===== src/rtl/dm_port_arbiter.sv =====
// dm_port_arbiter
//   Shares one single-port data memory between two requesters.
//   Port 0 (processor MEM stage) normally wins; port 1 (loader/debug master)
//   is forced a grant once it has been denied STARVE_LIMIT cycles in a row.
//   Read data comes back on the requesting port with a one-cycle rvalid
//   pulse, READ_LAT+1 clocks after the grant.
//
// Ports
//   clk, rst                  clock, asynchronous active-high reset
//   p0_req/we/addr/wdata      port 0 request (held until p0_gnt)
//   p0_gnt                    port 0 granted this cycle (combinational)
//   p0_rvalid/p0_rdata        port 0 read return (registered)
//   p1_*                      same set for port 1
//   dm_clka/ena/wea/addra/dina  DM port A controls (zeros when idle)
//   dm_douta                  DM read data, valid READ_LAT clocks after ena
module dm_port_arbiter #(
    parameter int ADDR_W       = 7,
    parameter int DATA_W       = 32,
    parameter int READ_LAT     = 1,
    parameter int STARVE_LIMIT = 4
) (
    input  logic              clk,
    input  logic              rst,
    input  logic              p0_req,
    input  logic              p0_we,
    input  logic [ADDR_W-1:0] p0_addr,
    input  logic [DATA_W-1:0] p0_wdata,
    output logic              p0_gnt,
    output logic              p0_rvalid,
    output logic [DATA_W-1:0] p0_rdata,
    input  logic              p1_req,
    input  logic              p1_we,
    input  logic [ADDR_W-1:0] p1_addr,
    input  logic [DATA_W-1:0] p1_wdata,
    output logic              p1_gnt,
    output logic              p1_rvalid,
    output logic [DATA_W-1:0] p1_rdata,
    output logic              dm_clka,
    output logic              dm_ena,
    output logic              dm_wea,
    output logic [ADDR_W-1:0] dm_addra,
    output logic [DATA_W-1:0] dm_dina,
    input  logic [DATA_W-1:0] dm_douta
);

    localparam int CNT_W = $clog2(STARVE_LIMIT + 1);

    logic [CNT_W-1:0]    starve_cnt_reg, starve_cnt_next;
    logic                force1;
    logic                gnt0, gnt1;

    // Read-tag pipeline: one entry per issued access, aligned with DM latency.
    logic [READ_LAT-1:0] pipe_valid_reg, pipe_valid_next;
    logic [READ_LAT-1:0] pipe_tag_reg, pipe_tag_next;
    logic                push_valid, push_tag;
    logic                out_valid, out_tag;

    logic                p0_rvalid_reg, p1_rvalid_reg;
    logic [DATA_W-1:0]   p0_rdata_reg, p1_rdata_reg;

    assign dm_clka = clk;

    // Arbitration: port 0 priority unless port 1 has hit its starvation limit.
    always_comb begin
        force1 = (starve_cnt_reg == CNT_W'(STARVE_LIMIT));
        gnt1   = p1_req & (~p0_req | force1);
        gnt0   = p0_req & ~gnt1;
    end

    assign p0_gnt = gnt0;
    assign p1_gnt = gnt1;

    always_comb begin
        starve_cnt_next = '0;
        if (p1_req && !gnt1) begin
            starve_cnt_next = force1 ? starve_cnt_reg : starve_cnt_reg + CNT_W'(1);
        end
    end

    always_ff @(posedge clk or posedge rst) begin
        if (rst) begin
            starve_cnt_reg <= '0;
        end else begin
            starve_cnt_reg <= starve_cnt_next;
        end
    end

    // DM mux: granted port drives the memory, everything zero when idle.
    always_comb begin
        dm_ena   = gnt0 | gnt1;
        dm_wea   = 1'b0;
        dm_addra = '0;
        dm_dina  = '0;
        if (gnt1) begin
            dm_wea   = p1_we;
            dm_addra = p1_addr;
            dm_dina  = p1_wdata;
        end else if (gnt0) begin
            dm_wea   = p0_we;
            dm_addra = p0_addr;
            dm_dina  = p0_wdata;
        end
    end

    // Writes enter the pipeline as bubbles so returns stay in issue order.
    assign push_valid = (gnt0 & ~p0_we) | (gnt1 & ~p1_we);
    assign push_tag   = gnt1;

    genvar gi;
    generate
        for (gi = 0; gi < READ_LAT; gi++) begin : g_stage
            if (gi == 0) begin : g_head
                assign pipe_valid_next[gi] = push_valid;
                assign pipe_tag_next[gi]   = push_tag;
            end else begin : g_body
                assign pipe_valid_next[gi] = pipe_valid_reg[gi-1];
                assign pipe_tag_next[gi]   = pipe_tag_reg[gi-1];
            end
        end
    endgenerate

    always_ff @(posedge clk or posedge rst) begin
        if (rst) begin
            pipe_valid_reg <= '0;
            pipe_tag_reg   <= '0;
        end else begin
            pipe_valid_reg <= pipe_valid_next;
            pipe_tag_reg   <= pipe_tag_next;
        end
    end

    // The last stage lines up with the cycle in which dm_douta is valid.
    assign out_valid = pipe_valid_reg[READ_LAT-1];
    assign out_tag   = pipe_tag_reg[READ_LAT-1];

    always_ff @(posedge clk or posedge rst) begin
        if (rst) begin
            p0_rvalid_reg <= 1'b0;
            p1_rvalid_reg <= 1'b0;
            p0_rdata_reg  <= '0;
            p1_rdata_reg  <= '0;
        end else begin
            p0_rvalid_reg <= out_valid & ~out_tag;
            p1_rvalid_reg <= out_valid & out_tag;
            if (out_valid && !out_tag) begin
                p0_rdata_reg <= dm_douta;
            end
            if (out_valid && out_tag) begin
                p1_rdata_reg <= dm_douta;
            end
        end
    end

    assign p0_rvalid = p0_rvalid_reg;
    assign p1_rvalid = p1_rvalid_reg;
    assign p0_rdata  = p0_rdata_reg;
    assign p1_rdata  = p1_rdata_reg;

endmodule


===== config.mk =====
export PLATFORM = sky130hd
export DESIGN_NAME = dm_port_arbiter
export DESIGN_NICKNAME = d
export VERILOG_FILES = /design/src/rtl/dm_port_arbiter.sv
export SDC_FILE = /design/constraint.sdc
export NUM_CORES = 1
export LEC_CHECK = 0
export ABC_AREA = 1
export ABC_CLOCK_PERIOD_IN_PS = 5000
export CELL_PAD_IN_SITES_DETAIL_PLACEMENT = 0
export CELL_PAD_IN_SITES_GLOBAL_PLACEMENT = 2
export CORE_MARGIN = 3
export CORE_UTILIZATION = 20
export DETAILED_ROUTE_END_ITERATION = 8
export HOLD_SLACK_MARGIN = 0.02
export PLACE_DENSITY = 0.91
export SYNTH_ARGS = -nofsm -noshare
export SYNTH_HDL_FRONTEND = slang
export SYNTH_SLANG_ARGS = --single-unit
export TNS_END_PERCENT = 20

===== constraint.sdc =====
create_clock -name clk -period 5 [get_ports clk]
set_clock_uncertainty 0.05 [all_clocks]
set_input_delay 1 -clock clk [delete_from_list [all_inputs] [get_ports clk]]
set_output_delay 1 -clock clk [all_outputs]
set_load 0.02 [all_outputs]

==> impl_metrics.ini <==
[routing]
drt-initial-drc-count = 104
antenna_left = 0
drc = 0
route.vias.total = 3455
postRouteWirelength_um = 11900
wire_per_inst_um = 14.1
viasPerCell = 4.10
drt_pass1_iterations = 4

[yosys]
syn_area_per_cell_um2 = 8.29
synth_area_um2 = 3360
synth_cell_types = 22
yosys.area.top_type = dfrtp_1
seq_area_frac_synth_pct = 52.9
syn_inst = 405
yosys-top-cells-area = dfrtp_1 (53%), nand2_1 (17%), nand3_1 (6.1%)
synth_top_area_share_pct = 52.9
synth_nets = 523
ys_ff_latch = 71
yosys_warnings = 0

[run]
cap_violations = 0

[worst_setup_path]
reg2reg_setup_slack_ps = 3210
reg2reg_to = p0_rdata[27]
worstPathMaxFanout = 2
crit_arrival_ps = 3270
rr_startpoint = out_valid
crit_type = clk2out
r2r_cells = 5
end_kind = output port
critPathLaunchType = clock port
cp.required_ps = 3950

[finish]
final_util_pct = 38.3
final_common_cell = clkdlybuf4s50_1
areaGrowthSynthToFinish_pct = 84.5
drive_above_1_share_pct = 8.79
final_cell_mix = clkdlybuf4s50_1 (225), nand2_1 (147), dfrtp_1 (71), nand3_1 (41), inv_1 (39)
fin_nets = 739

[cts]
cts.clk_slew.worst_paths_ps = 60
hold_buffers = 0
cts_setup_buffers = 0
cts_tree = yes
cts_resized = 0
clkLatencyLatePin_ps = 440

[floorplan]
pin_count = 226
dieArea_um2 = 18400
die_w_um = 136
rows = 46
dieHeight_um = 136
coreArea_um2 = 16200
initial_core_util_pct = 20.8

[global_routing]
grt.total_usage_pct = 13.1
grt_max_degree = 66
overflow = 0
grt_antenna_before_repair = 1
grt_pass1_vias = 3635
grt_pass1_wl_um = 18600

[pwr]
ir_worst_vdd_mv = 0.175
p_leak_uw = 0.00287
power_density_nw_per_um2 = 385

[sta]
setup_viol = 0
rsz0062_at_grt = no
hold_viol = 0
finalSetupTns_ps = 0
worstMarginPinSlew_ps = 1090
relSlewSlack_pct = 26.9
drv_slew = 0

[min_path]
hp-start = starve_cnt_reg[0]
whs_path_depth = 1
hp-class = reg2reg
hold-path-endpoint = starve_cnt_reg[0]

[place]
gp_congestion = 0.862
io_buffer_count = 225
hpwl_um = 9030

[run_status]
status = complete, no violations
## area by class of cell
cell class	instances	area (µm²)
Inverter	41	154
Sequential cell	71	1780
Clock buffer	13	310
Timing Repair Buffer	229	2280
Multi-Input combinational cell	265	1260
Clock inverter	7	143
Tap cell	216	270
Fill cell	1620	9980
Antenna cell	1	2.50
## synth_stat cells, drive strengths merged
cell type and number:
nand2 150, dfrtp 71, o21ai 64, inv 41, nand3 41, buf 24, clkbuf 4, ha 2
nor3 2, or2 2, a21oi 1, nor2 1, nor3b 1, xnor2 1
## logic make-up (layout without fill, tap and decap cells)
group / count (synthesis) / count (layout) / share of synthesized area (%)
and+or+nand+nor: 197 / 197 / 24.0
DFF: 71 / 71 / 52.9
buffers and inverters: 69 / 290 / 9.65
AOI/OAI and AO/OA: 65 / 65 / 12.4
adders and majority gates: 2 / 2 / 0.745
xor gates and xnor gates: 1 / 1 / 0.261
other: 0 / 1 / 0
## report_power, final
part | switching, µW | leakage, µW | internal, µW
Sequential | 60.8 | 0.000876 | 680
Clock | 273 | 0.000221 | 656
Combinational | 356 | 0.00177 | 359
## metal layers
metal / global-route usage [%] / wire length, µm / vias to the layer above
met5: 0 / 0 / -
met4: 6.83 / 349 / 0
met3: 6.87 / 1360 / 18
met2: 21.0 / 5720 / 170
met1: 13.9 / 4440 / 1560
li1: - / - / 1707
## worst max-delay path, cell delays in order
cell	delay, ps
clkbuf_16	120
clkbuf_16	130
clkdlybuf4s50_1	520
## metrics by stage
step                instances  setup WS (ps)  cell area, µm²  hold WS (ps)  power [µW]
floorplan                 405           1320            3360           390        1100
global placement          823            886            5750           406        1490
detailed placement        823            861            5750           415        1500
CTS                       842            669            6190           426        2430
global route              843            661            6190           446        2520
finish                    843            680            6190           420        2380
## how the worst max path moves through the flow
stage,from,endpoint,depth (start not counted)
floorplan,clk,dm_clka,1
global placement,p0_req,dm_dina[2],6
detailed placement,p0_req,dm_dina[2],6
CTS,clk,dm_clka,3
global route,clk,dm_clka,3
finish,clk,dm_clka,3
Power figures use the tool's default switching activity.
==> edit: new RTL, same settings <==
Set the parameter `DATA_W` to 28 (it was 32).
--- a/src/rtl/dm_port_arbiter.sv
+++ b/src/rtl/dm_port_arbiter.sv
@@ -15,7 +15,7 @@
 //   dm_douta                  DM read data, valid READ_LAT clocks after ena
 module dm_port_arbiter #(
     parameter int ADDR_W       = 7,
-    parameter int DATA_W       = 32,
+    parameter int DATA_W       = 28,
     parameter int READ_LAT     = 1,
     parameter int STARVE_LIMIT = 4
 ) (
Ports: changed (6 resized); port bits go from 226 to 202. No check against the original RTL was run, so the function may have changed too.
==> edit against the unedited design <==
Die area shrank 13%. Power shrank 12%. Critical path depth is the same. Area after synthesis is 13% lower. Critical path type unchanged. Setup slack gained 0.0039 ns. Routed wire length is 15% lower. Utilization grew 0.43 points. Non-clock buffer count decreased by 26. Sequential cell count down 8. Final area decreased by 12%. First-iteration DRC count grew 52%.
==> edit: results (changes against the unedited design) <==
* Status: complete, no violations
* Post-Synth XOR/XNOR Area at 0.301% (+0.040 points)
* Metal-1 WL at 4030 microns (-9.1%)
* Post-Syn Nets at 466 (-11%)
* Vias at 3,089 (-11%)
* Reg-to-reg endpoint: out_valid$_DFF_PP0_
* Synth Area in Compound Gates at 10.2% (-2.2 points)
* Wire length per cell at 13.7 microns (-2.5%)
* Placed insts at 721 (-12%)
* Worst r2r src: starve_cnt_reg[0]$_DFFE_PP0P_
* Pleak at 2.53 nW (-12%)
* Seq/Total Area, Yosys at 54.1% (+1.2 points)
* GPL Wtd Cong at 0.788 (-8.5%)
* Area post-placement at 5030 sq um (-12%)
* Vias per cell at 4.18 (+2.0%)
* Net Sw Frac at 28.4% (-0.54 points)
* Ranking of synthesized cells by area: dfrtp_1 54%, nand2_1 17%, o21ai_0 7.9%
* First-pass GRT wire length at 16,400 microns (-12%)
* Hold path depth at 2 (+1)
* Adder-cell area share of the yosys netlist at 0.859% (+0.11 points)
* Initial antenna violation count at 0 (-1)
* First-iteration detailed-routing DRC count at 158 (+52%)
* Hold slack at 0.434 ns (+0.0139 ns)
* Largest net degree at the start of global routing at 64 (-3.0%)
* Yosys cell types at 20 (-9.1%)
* Fillers at 1,436 (-11%)
* Grt met2 use at 21.2% (+0.16 points)
* Met3 usage at 7.20% (+0.33 points)
* Met2 wire len at 4690 microns (-18%)
* Comb pwr at 0.000616 W (-14%)
==> edit: cell count changes after synthesis, sizes merged <==
| cell | unedited run | this run |
|---|---|---|
| nand2 | 150 | 134 |
| buf | 24 | 18 |
| inv | 41 | 37 |
| o21ai | 64 | 56 |
| clkbuf | 4 | 5 |
| dfrtp | 71 | 63 |
| nand3 | 41 | 37 |
==> edit: worst max path at each step <==
stage / cells past startpoint / startpoint / slack, ns / endpoint
final: 3 / clk / 0.68 / dm_clka
after global routing: 6 / p0_req / 0.62 / dm_dina[3]
after CTS: 3 / clk / 0.68 / dm_clka
after detailed placement: 6 / p0_req / 0.74 / dm_dina[3]
after global placement: 6 / p0_req / 0.77 / dm_addra[1]
after floorplan: 1 / clk / 1.32 / dm_clka
==> edit: final cells by class <==
class,instances,area share (%)
clock buffer,16,6.46
clock inverter,3,1.20
inverter,37,2.55
multi-input combinational,237,19.4
sequential,63,29.0
tap,180,4.14
timing repair buffer,203,37.2
